$ cat config.mk
export PLATFORM = sky130hd
export DESIGN_NAME = keypad_entry
export DESIGN_NICKNAME = d
export VERILOG_FILES = /design/src/rtl/keypad_entry.sv
export SDC_FILE = /design/constraint.sdc
export NUM_CORES = 1
export LEC_CHECK = 0
export ABC_CLOCK_PERIOD_IN_PS = 3500
export BUFFER_PORTS_ARGS = -buffer_cell sky130_fd_sc_hd__buf_4
export CORE_ASPECT_RATIO = 0.9
export CORE_MARGIN = 10
export CORE_UTILIZATION = 58
export DETAILED_ROUTE_END_ITERATION = 8
export HOLD_SLACK_MARGIN = 0.08
export PLACE_DENSITY_LB_ADDON = 0.1
export SLEW_MARGIN = 20
export SYNTH_ARGS = -nofsm -noshare
export SYNTH_HDL_FRONTEND = slang
export SYNTH_SLANG_ARGS = --single-unit
$ cat constraint.sdc
create_clock -name clk -period 3.5 [get_ports clk]
set_input_delay 0.7 -clock clk [delete_from_list [all_inputs] [get_ports clk]]
set_output_delay 0.7 -clock clk [all_outputs]
set_load 0.02 [all_outputs]
$ cat src/rtl/keypad_entry.sv
// keypad_entry: decodes the 3x4 keypad cell under the cursor on each select
// press, accumulates digit keys into a decimal amount, and hands the finished
// amount downstream over a valid/ready handshake when Enter is pressed.
module keypad_entry #(
  parameter int unsigned MAX_DIGITS = 6,
  parameter int unsigned VAL_W      = 20
) (
  input  logic             clk,
  input  logic             rst_n,
  input  logic             btn_sel,
  input  logic [2:0]       cursor_x,
  input  logic [3:0]       cursor_y,
  output logic [VAL_W-1:0] value,
  output logic [3:0]       digit_cnt,
  output logic             entry_valid,
  input  logic             entry_ready,
  output logic             overflow_err,
  output logic [3:0]       key_code
);

  localparam int unsigned CNT_W = 4;

  localparam logic [3:0] KEY_CLR  = 4'd10;
  localparam logic [3:0] KEY_ENT  = 4'd11;
  localparam logic [3:0] KEY_NONE = 4'd15;

  localparam logic [CNT_W-1:0] CNT_MAX = CNT_W'(MAX_DIGITS);

  typedef enum logic [0:0] {
    ST_ENTRY = 1'b0,
    ST_HOLD  = 1'b1
  } state_t;

  state_t             state, state_d;
  logic [VAL_W-1:0]   value_d;
  logic [CNT_W-1:0]   cnt_d;
  logic               valid_d;
  logic               ovf_d;
  logic [3:0]         key_d;

  logic               key_hit_c;
  logic [3:0]         key_c;
  logic               is_digit_c;
  logic [VAL_W-1:0]   value_x10_c;

  // Map the cursor cell to a key code; out-of-range cells produce no hit
  always_comb begin
    key_hit_c = 1'b0;
    key_c     = KEY_NONE;
    if (btn_sel && (cursor_x <= 3'd2) && (cursor_y <= 4'd3)) begin
      key_hit_c = 1'b1;
      if (cursor_y == 4'd3) begin
        case (cursor_x)
          3'd0:    key_c = KEY_CLR;
          3'd1:    key_c = 4'd0;
          default: key_c = KEY_ENT;
        endcase
      end else begin
        key_c = (cursor_y * 4'd3) + 4'(cursor_x) + 4'd1;
      end
    end
  end

  assign is_digit_c = key_hit_c && (key_c <= 4'd9);

  // value*10 as shift-and-add, kept at VAL_W bits (cannot overflow for <= MAX_DIGITS)
  assign value_x10_c = (value << 3) + (value << 1);

  // Next-state and next-output logic
  always_comb begin
    state_d = state;
    value_d = value;
    cnt_d   = digit_cnt;
    ovf_d   = 1'b0;
    key_d   = key_code;

    // Every decoded press updates key_code regardless of state
    if (key_hit_c) begin
      key_d = key_c;
    end

    case (state)
      ST_ENTRY: begin
        if (is_digit_c) begin
          if ((digit_cnt == '0) && (key_c == 4'd0)) begin
            // leading zero contributes nothing
          end else if (digit_cnt < CNT_MAX) begin
            value_d = value_x10_c + VAL_W'(key_c);
            cnt_d   = digit_cnt + CNT_W'(1);
          end else begin
            ovf_d = 1'b1;
          end
        end else if (key_hit_c && (key_c == KEY_CLR)) begin
          value_d = '0;
          cnt_d   = '0;
        end else if (key_hit_c && (key_c == KEY_ENT)) begin
          if (digit_cnt != '0) begin
            state_d = ST_HOLD;
          end
        end
      end
      ST_HOLD: begin
        // Amount frozen until downstream takes it; presses in this cycle are dropped
        if (entry_valid && entry_ready) begin
          state_d = ST_ENTRY;
          value_d = '0;
          cnt_d   = '0;
        end
      end
      default: begin
        state_d = ST_ENTRY;
      end
    endcase

    valid_d = (state_d == ST_HOLD);
  end

  // State and output registers
  always_ff @(posedge clk or negedge rst_n) begin
    if (!rst_n) begin
      state        <= ST_ENTRY;
      value        <= '0;
      digit_cnt    <= '0;
      entry_valid  <= 1'b0;
      overflow_err <= 1'b0;
      key_code     <= KEY_NONE;
    end else begin
      state        <= state_d;
      value        <= value_d;
      digit_cnt    <= cnt_d;
      entry_valid  <= valid_d;
      overflow_err <= ovf_d;
      key_code     <= key_d;
    end
  end

endmodule

==> results.cfg, run 1 <==
[worst_setup_path]
critPathCaptureType = flip-flop
worstPathMaxFanout = 4
start_kind = primary input
crit_chain = buf_8, fa_1, ha_1, a21o_1, a2111o_1, o211a_4, nor2_4, xnor2_2, buf_4, ha_4, a21o_1, nand4_1, a211oi_2, a211o_1, a211oi_2, xor2_1, o31ai_2
worstSetupPathType = primary input to flip-flop
startpoint = cursor_y[1]
cp_slowest_cell = fa_1
arrival_ps = 4290
r2r_start = value[5]$_DFFE_PN0P_
slowest_delay_ps = 590
critPathRequiredTime_ps = 3670
worstRegToRegCells = 9

[synthesis]
yosysTopAreaCell = dfrtp_1
synthTopCellsByArea = dfrtp_1, ha_1, nand2_1
synth-xor-area-share_pct = 6.927
yosys.area.top_type_share_pct = 24.51
synthCells = 267
ys_seq_area_share_pct = 28.46
synthDistinctLibCells = 50
synthFlopType = dfrtp_1
synth.area.mux_share_pct = 1.932
ys_ff_latch = 30
syn-cell-area_mm2 = 0.002655
synth_edf_count = 0
yosysMostFrequentCell = ha_1
synth_commonest_cells = ha_1, nand2_1, dfrtp_1
yosysWarningCount = 0
async_reset_ff_share_pct = 100.0
synth_compound_area_share_pct = 23.23
synth_top_family_by_area = compound AO/OA/AOI/OAI gates
synth_fa_ha_area_share_pct = 22.81
synth-simple-area-share_pct = 12.91
syn_nets = 324
syn_area_per_cell_um2 = 9.944

[cells_and_area]
nets = 397
drive_gt1_share_pct = 40.47
fin_cells = 403
fillCellCount = 290
n_antenna_cell = 0
multi_input_comb_area_mm2 = 0.002063
area_growth_pct = 36.62
seqCellArea_um2 = 755.7

[drt]
firstDrtPassIters = 4
drt_iter0_drc = 125
routed-via-count = 2355
postRouteAntennaNets = 0
vias_per_cell = 5.844
totalWireLength_um = 7134
wl_per_cell_um = 17.70
drc_errors = 0

[pwr]
leakage_nw = 1.855
power_frac_seq_pct = 39.6
internal-power_w = 0.0006735
power_density_mw_per_mm2 = 271.3
peakVddDrop_mv = 0.2309
sw_frac_of_total_pct = 31.56
power_frac_comb_pct = 29.7
netSwitchingPower_w = 0.0003106
power.total_w = 0.0009841
p_clk_share_pct = 30.8

[die]
placementRows = 23
die_w_um = 91.32
core_mm2 = 0.004432
fp.dieH_um = 84.19
pin_count = 41
die_area_mm2 = 0.007688
start_util_pct = 59.91

[sta]
final_hold_viol_count = 0
fin_skew_ps = 11.94
slew_headroom_pct = 72.82
fin_crit_ps = 4119
period_share_pct = 117.7
fin_ws_ps = -618.5
maxSlewViolCount = 0
worstMarginPinSlew_ps = 407.7
holdWs_ps = 332.6
rsz0062_at_grt = true
fin_setup_tns_ps = -6190
fmax_mhz = 242.8
setup_viol = 15

[clock_network]
cts_sinks = 30
cts.path.max_buffers = 2
root_buffer = clkbuf_8
worstSkewPairLatency_ps = 300
numCtsBuffers = 5
htreeDepth = 2
cts_tree = built
path_clk_slew_ps = 80

[global_routing]
grt_pass1_wl_um = 11410
grt_pass1_vias = 2354
grt_use_total_pct = 17.88
grt_overflow = 0
antenna_found_initial = 0
grt_max_degree = 34

[place]
portBuffers = 40
dp.cells = 389
dp_hpwl_um = 4961
gp_routability_congestion = 0.8741

[outcome]
status = complete, but fails checks
failed_checks = setup timing

[hold_path]
hold_class = primary input to asynchronous set/reset pin

[flow_run]
cap_violations = 0
[critical path, delay by kind of cell]
kind / cells / cell delay (ps)
simple gates: 2 / 270
fa+ha+maj: 3 / 1020
compound gates: 8 / 1700
xor+xnor: 2 / 350
buf+inv: 2 / 250
[per-layer routing]
layer	vias to the layer above	wire, µm	track usage (%)
met3	9	304	5.071
met2	52	3480	27.63
met4	0	88	5.405
met5	-	0	0
li1	1137	-	-
met1	1157	3261	23.62
[stage by stage]
step | utilization (%) | setup WS (ps) | area [µm²]
2_1_floorplan | - | -595.9 | 2714
6_report | 81.85 | -618.5 | 3627
4_1_cts | 78.29 | -553.6 | 3470
3_5_place_dp | 73.35 | -952.8 | 3251
5_1_grt | 81.85 | -792.0 | 3627
3_3_place_gp | 73.35 | -796.8 | 3251
[cells in the final DEF (no fill, tap or decap), types with 4 or more instances in the layout]
cell,instances
clkbuf_8,6
dfstp_2,4
and3_1,5
nor2_1,4
buf_4,65
a21o_1,12
xor2_2,4
ha_1,39
o31ai_2,12
o31ai_1,6
dfrtp_1,26
xnor2_2,5
xor2_1,8
a21oi_1,10
buf_6,7
inv_1,9
nand2_1,39
o21ai_0,4
[repair_timing]
| item | in CTS | in global routing |
|---|---|---|
| setup buffers | 5 | 6 |
| hold buffers | 0 | 0 |
| pin swaps | 13 | 15 |
| cloned | 0 | 0 |
| endpoints found under the setup margin | 13 | 15 |
| resized for setup | 18 | 20 |
| hold endpoints to repair | 0 | 0 |
[power by group through the flow]
stage                     clock network (W)  registers, W  logic, W
after floorplan                           0      0.000416  0.000139
after global placement                    0      0.000394  0.000258
after detailed placement                  0      0.000395  0.000264
after CTS                          0.000307      0.000388  0.000267
after global routing               0.000326      0.000392  0.000323
final                              0.000303      0.000389  0.000292
[state kept, by name (all words and copies together) (netlist names)]
register / flops
key_code: 4
state: 1
overflow_err: 1
value: 20
digit_cnt: 4
[area by class of cell]
class,instances,area share [%]
Inverter,9,0.9314
Clock inverter,2,0.3449
Multi-Input combinational cell,220,56.88
Timing Repair Buffer,74,16.59
Tap cell,62,2.139
Sequential cell,30,20.83
Clock buffer,6,2.277
[cells by family after synthesis]
| kind of cell | count (synthesis) |
|---|---|
| AO/OA/AOI/OAI | 78 |
| XOR/XNOR | 21 |
| buffers and inverters | 17 |
| adder cells (fa/ha/maj) | 46 |
| multiplexers | 5 |
| flip-flops | 30 |
| AND/OR/NAND/NOR | 70 |
[worst paths after layout]
path | end | slack, ps
worst min-delay path | value[16]$_DFFE_PN0P_ | 330
worst min register to register | key_code[3]$_DFFE_PN1N_ | 480
max in group asynchronous | key_code[0]$_DFFE_PN1N_ | 2830
min in group clk | key_code[3]$_DFFE_PN1N_ | 480
worst max-delay path | value[17]$_DFFE_PN0P_ | -620
worst max register to register | value[17]$_DFFE_PN0P_ | 670
Power figures use the tool's default switching activity.
==> run 2, diff against run 1 <==
- CORE_ASPECT_RATIO: 0.9 -> default
- CORE_MARGIN: 10 -> default
- SKIP_LAST_GASP: default -> 1
==> run 2 against run 1 <==
Against the previous run:
- the flow still finishes with violations (setup timing)
- highest routed layer unchanged
- die area down 37%
- cell area is 1.7% lower
- critical path depth fell by 2
- register-to-register slack got worse by 80 ps
- global-route usage up 9.3 points
- largest cell class unchanged
- critical path type unchanged
- combinational power grew 3%
- fmax decreased by 1.7%
- final cell count is 1.7% lower
- clock-buffer cell count stayed put
- largest power group unchanged
- worst setup slack worse by 71 ps
==> results.cfg, run 2 (same netlist as run 1, synthesis figures left out) <==
[worst_setup_path]
startpoint = cursor_x[1]
cp-endpoint = value[16]$_DFFE_PN0P_
r2r_end = value[17]$_DFFE_PN0P_
worstRegToRegCells = 9
critPathCaptureType = flip-flop
critPathRequiredTime_ps = 3700
r2r_start = value[3]$_DFFE_PN0P_
worstPathMaxFanout = 2
r2r_setup_slack_ps = 590
start_kind = primary input
arrival_ps = 4390
worstSetupPathType = primary input to flip-flop

[outcome]
failed_checks = setup timing
status = complete, but fails checks

[global_routing]
grt_pass1_vias = 2279
grt_use_total_pct = 27.19
grt_overflow = 0
grt_pass1_wl_um = 10610
antenna_found_initial = 0
grt_max_degree = 31

[cells_and_area]
regMostFlops = value
fillCellCount = 276
area_growth_pct = 34.35
n_antenna_cell = 0
final_common_cell = buf_4
fin_cells = 396
final_cell_mix = buf_4, nand2_1, ha_1, dfrtp_1
top_regs = value: 20 flops, digit_cnt: 4 flops, key_code: 4 flops
final_cell_area_mm2 = 0.003567
nets = 400
largest_reg_flops = 20
drive_gt1_share_pct = 40.12

[place]
dpl_cell_area_mm2 = 0.003231
portBuffers = 40
gp_routability_congestion = 0.8404
dp_hpwl_um = 4529
dp.cells = 378

[sta]
fin_setup_tns_ps = -6434
maxSlewViolCount = 0
fmax_mhz = 238.7
slew_headroom_pct = 69.47
worstMarginPinSlew_ps = 455.9
final_hold_viol_count = 0
rsz0062_at_grt = true
setup_viol = 14
fin_crit_ps = 4190
fin_ws_ps = -689.9
holdWs_ps = 328.6
fin_skew_ps = 9.446
period_share_pct = 119.7

[clock_network]
htreeDepth = 2
numCtsBuffers = 5
cts_hold_buffers = 0
cts_tree = built
cts.path.max_buffers = 2
path_clk_slew_ps = 80
cts_sinks = 30
root_buffer = clkbuf_8
worstSkewPairLatency_ps = 290

[drt]
drc_errors = 0
drt_iter0_drc = 207
highest_layer = met4
wl_per_cell_um = 17.03
vias_per_cell = 6.013
firstDrtPassIters = 6
wl_met3_um = 232
routed-via-count = 2381
totalWireLength_um = 6745
postRouteAntennaNets = 0
met1_length_um = 2927
dr_wl_met2_um = 3337

[pwr]
peakVddDrop_mv = 0.2302
leakage_nw = 1.853
power_density_mw_per_mm2 = 278.4

[hold_path]
hold_class = primary input to asynchronous set/reset pin

[die]
die_w_um = 69.66
pin_count = 41
core_mm2 = 0.004384
die_area_mm2 = 0.004853
start_util_pct = 60.56
fp.dieH_um = 69.66
placementRows = 24

[flow_run]
cap_violations = 0
run 2: cell types whose count changed in the layout (fill, tap and decap cells not counted), moves of 2 or more:
cell | before | now
buf_4 | 65 | 72
buf_6 | 7 | 3
xnor2_1 | 2 | 5
a31oi_1 | 1 | 3
a31oi_2 | 2 | 0
ha_1 | 39 | 37
xnor2_4 | 2 | 0
run 2: worst max-delay path, cell delays in order:
cell      delay [ps]
buf_8            100
fa_2             620
fa_2             470
mux2i_2          210
nand2_1          120
ha_2             180
ha_2             190
fa_2             400
a21o_1           200
a221oi_2         290
o211ai_1         190
and3_1           210
nand2b_4         150
xnor2_2          140
o31ai_2          230
run 2: area by class of cell:
| class | instances | area [µm²] | area share (%) |
|---|---|---|---|
| multi-input combinational | 220 | 2008 | 56.30 |
| inverter | 9 | 33.78 | 0.9470 |
| sequential | 30 | 755.7 | 21.19 |
| tap | 52 | 65.06 | 1.824 |
| clock inverter | 2 | 12.51 | 0.3508 |
| clock buffer | 6 | 82.58 | 2.315 |
| timing repair buffer | 77 | 609.3 | 17.08 |
run 2: worst min path at each step:
stage,start,to,cells after the start
final,rst_n,value[15]$_DFFE_PN0P_,1
after global routing,rst_n,value[15]$_DFFE_PN0P_,1
after CTS,rst_n,value[14]$_DFFE_PN0P_,1
after detailed placement,key_code[3]$_DFFE_PN1N_,key_code[3]$_DFFE_PN1N_,2
after global placement,key_code[3]$_DFFE_PN1N_,key_code[3]$_DFFE_PN1N_,2
after floorplan,rst_n,digit_cnt[0]$_DFFE_PN0P_,0
run 2: routing by layer:
layer,global-route usage (%),vias to the layer above
met1,33.73,1150
met4,14.00,0
met3,4.942,28
li1,-,1135
met2,45.09,68
met5,0,-
run 2: where the power goes:
part | switching, W | total, W | internal (W)
sequential | 0.0000152 | 0.000390 | 0.000375
clock | 0.000144 | 0.000302 | 0.000158
combinational | 0.000155 | 0.000302 | 0.000147
run 2: repair_timing:
action | in CTS | in global routing
endpoints found under the hold margin | 0 | 0
gates resized for setup | 10 | 18
buffers inserted | 8 | 4
pin swaps | 9 | 16
endpoints found under the setup margin | 13 | 15
run 2: per-stage QoR:
stage	worst slack, ps	total power, W	utilization [%]
after CTS	-502.3	0.0009717	78.60
final	-689.9	0.0009931	81.36
after global placement	-789.7	0.0006485	73.69
after global routing	-781.5	0.001042	81.36
after detailed placement	-863.0	0.0006547	73.69
after floorplan	-595.9	0.0005549	-
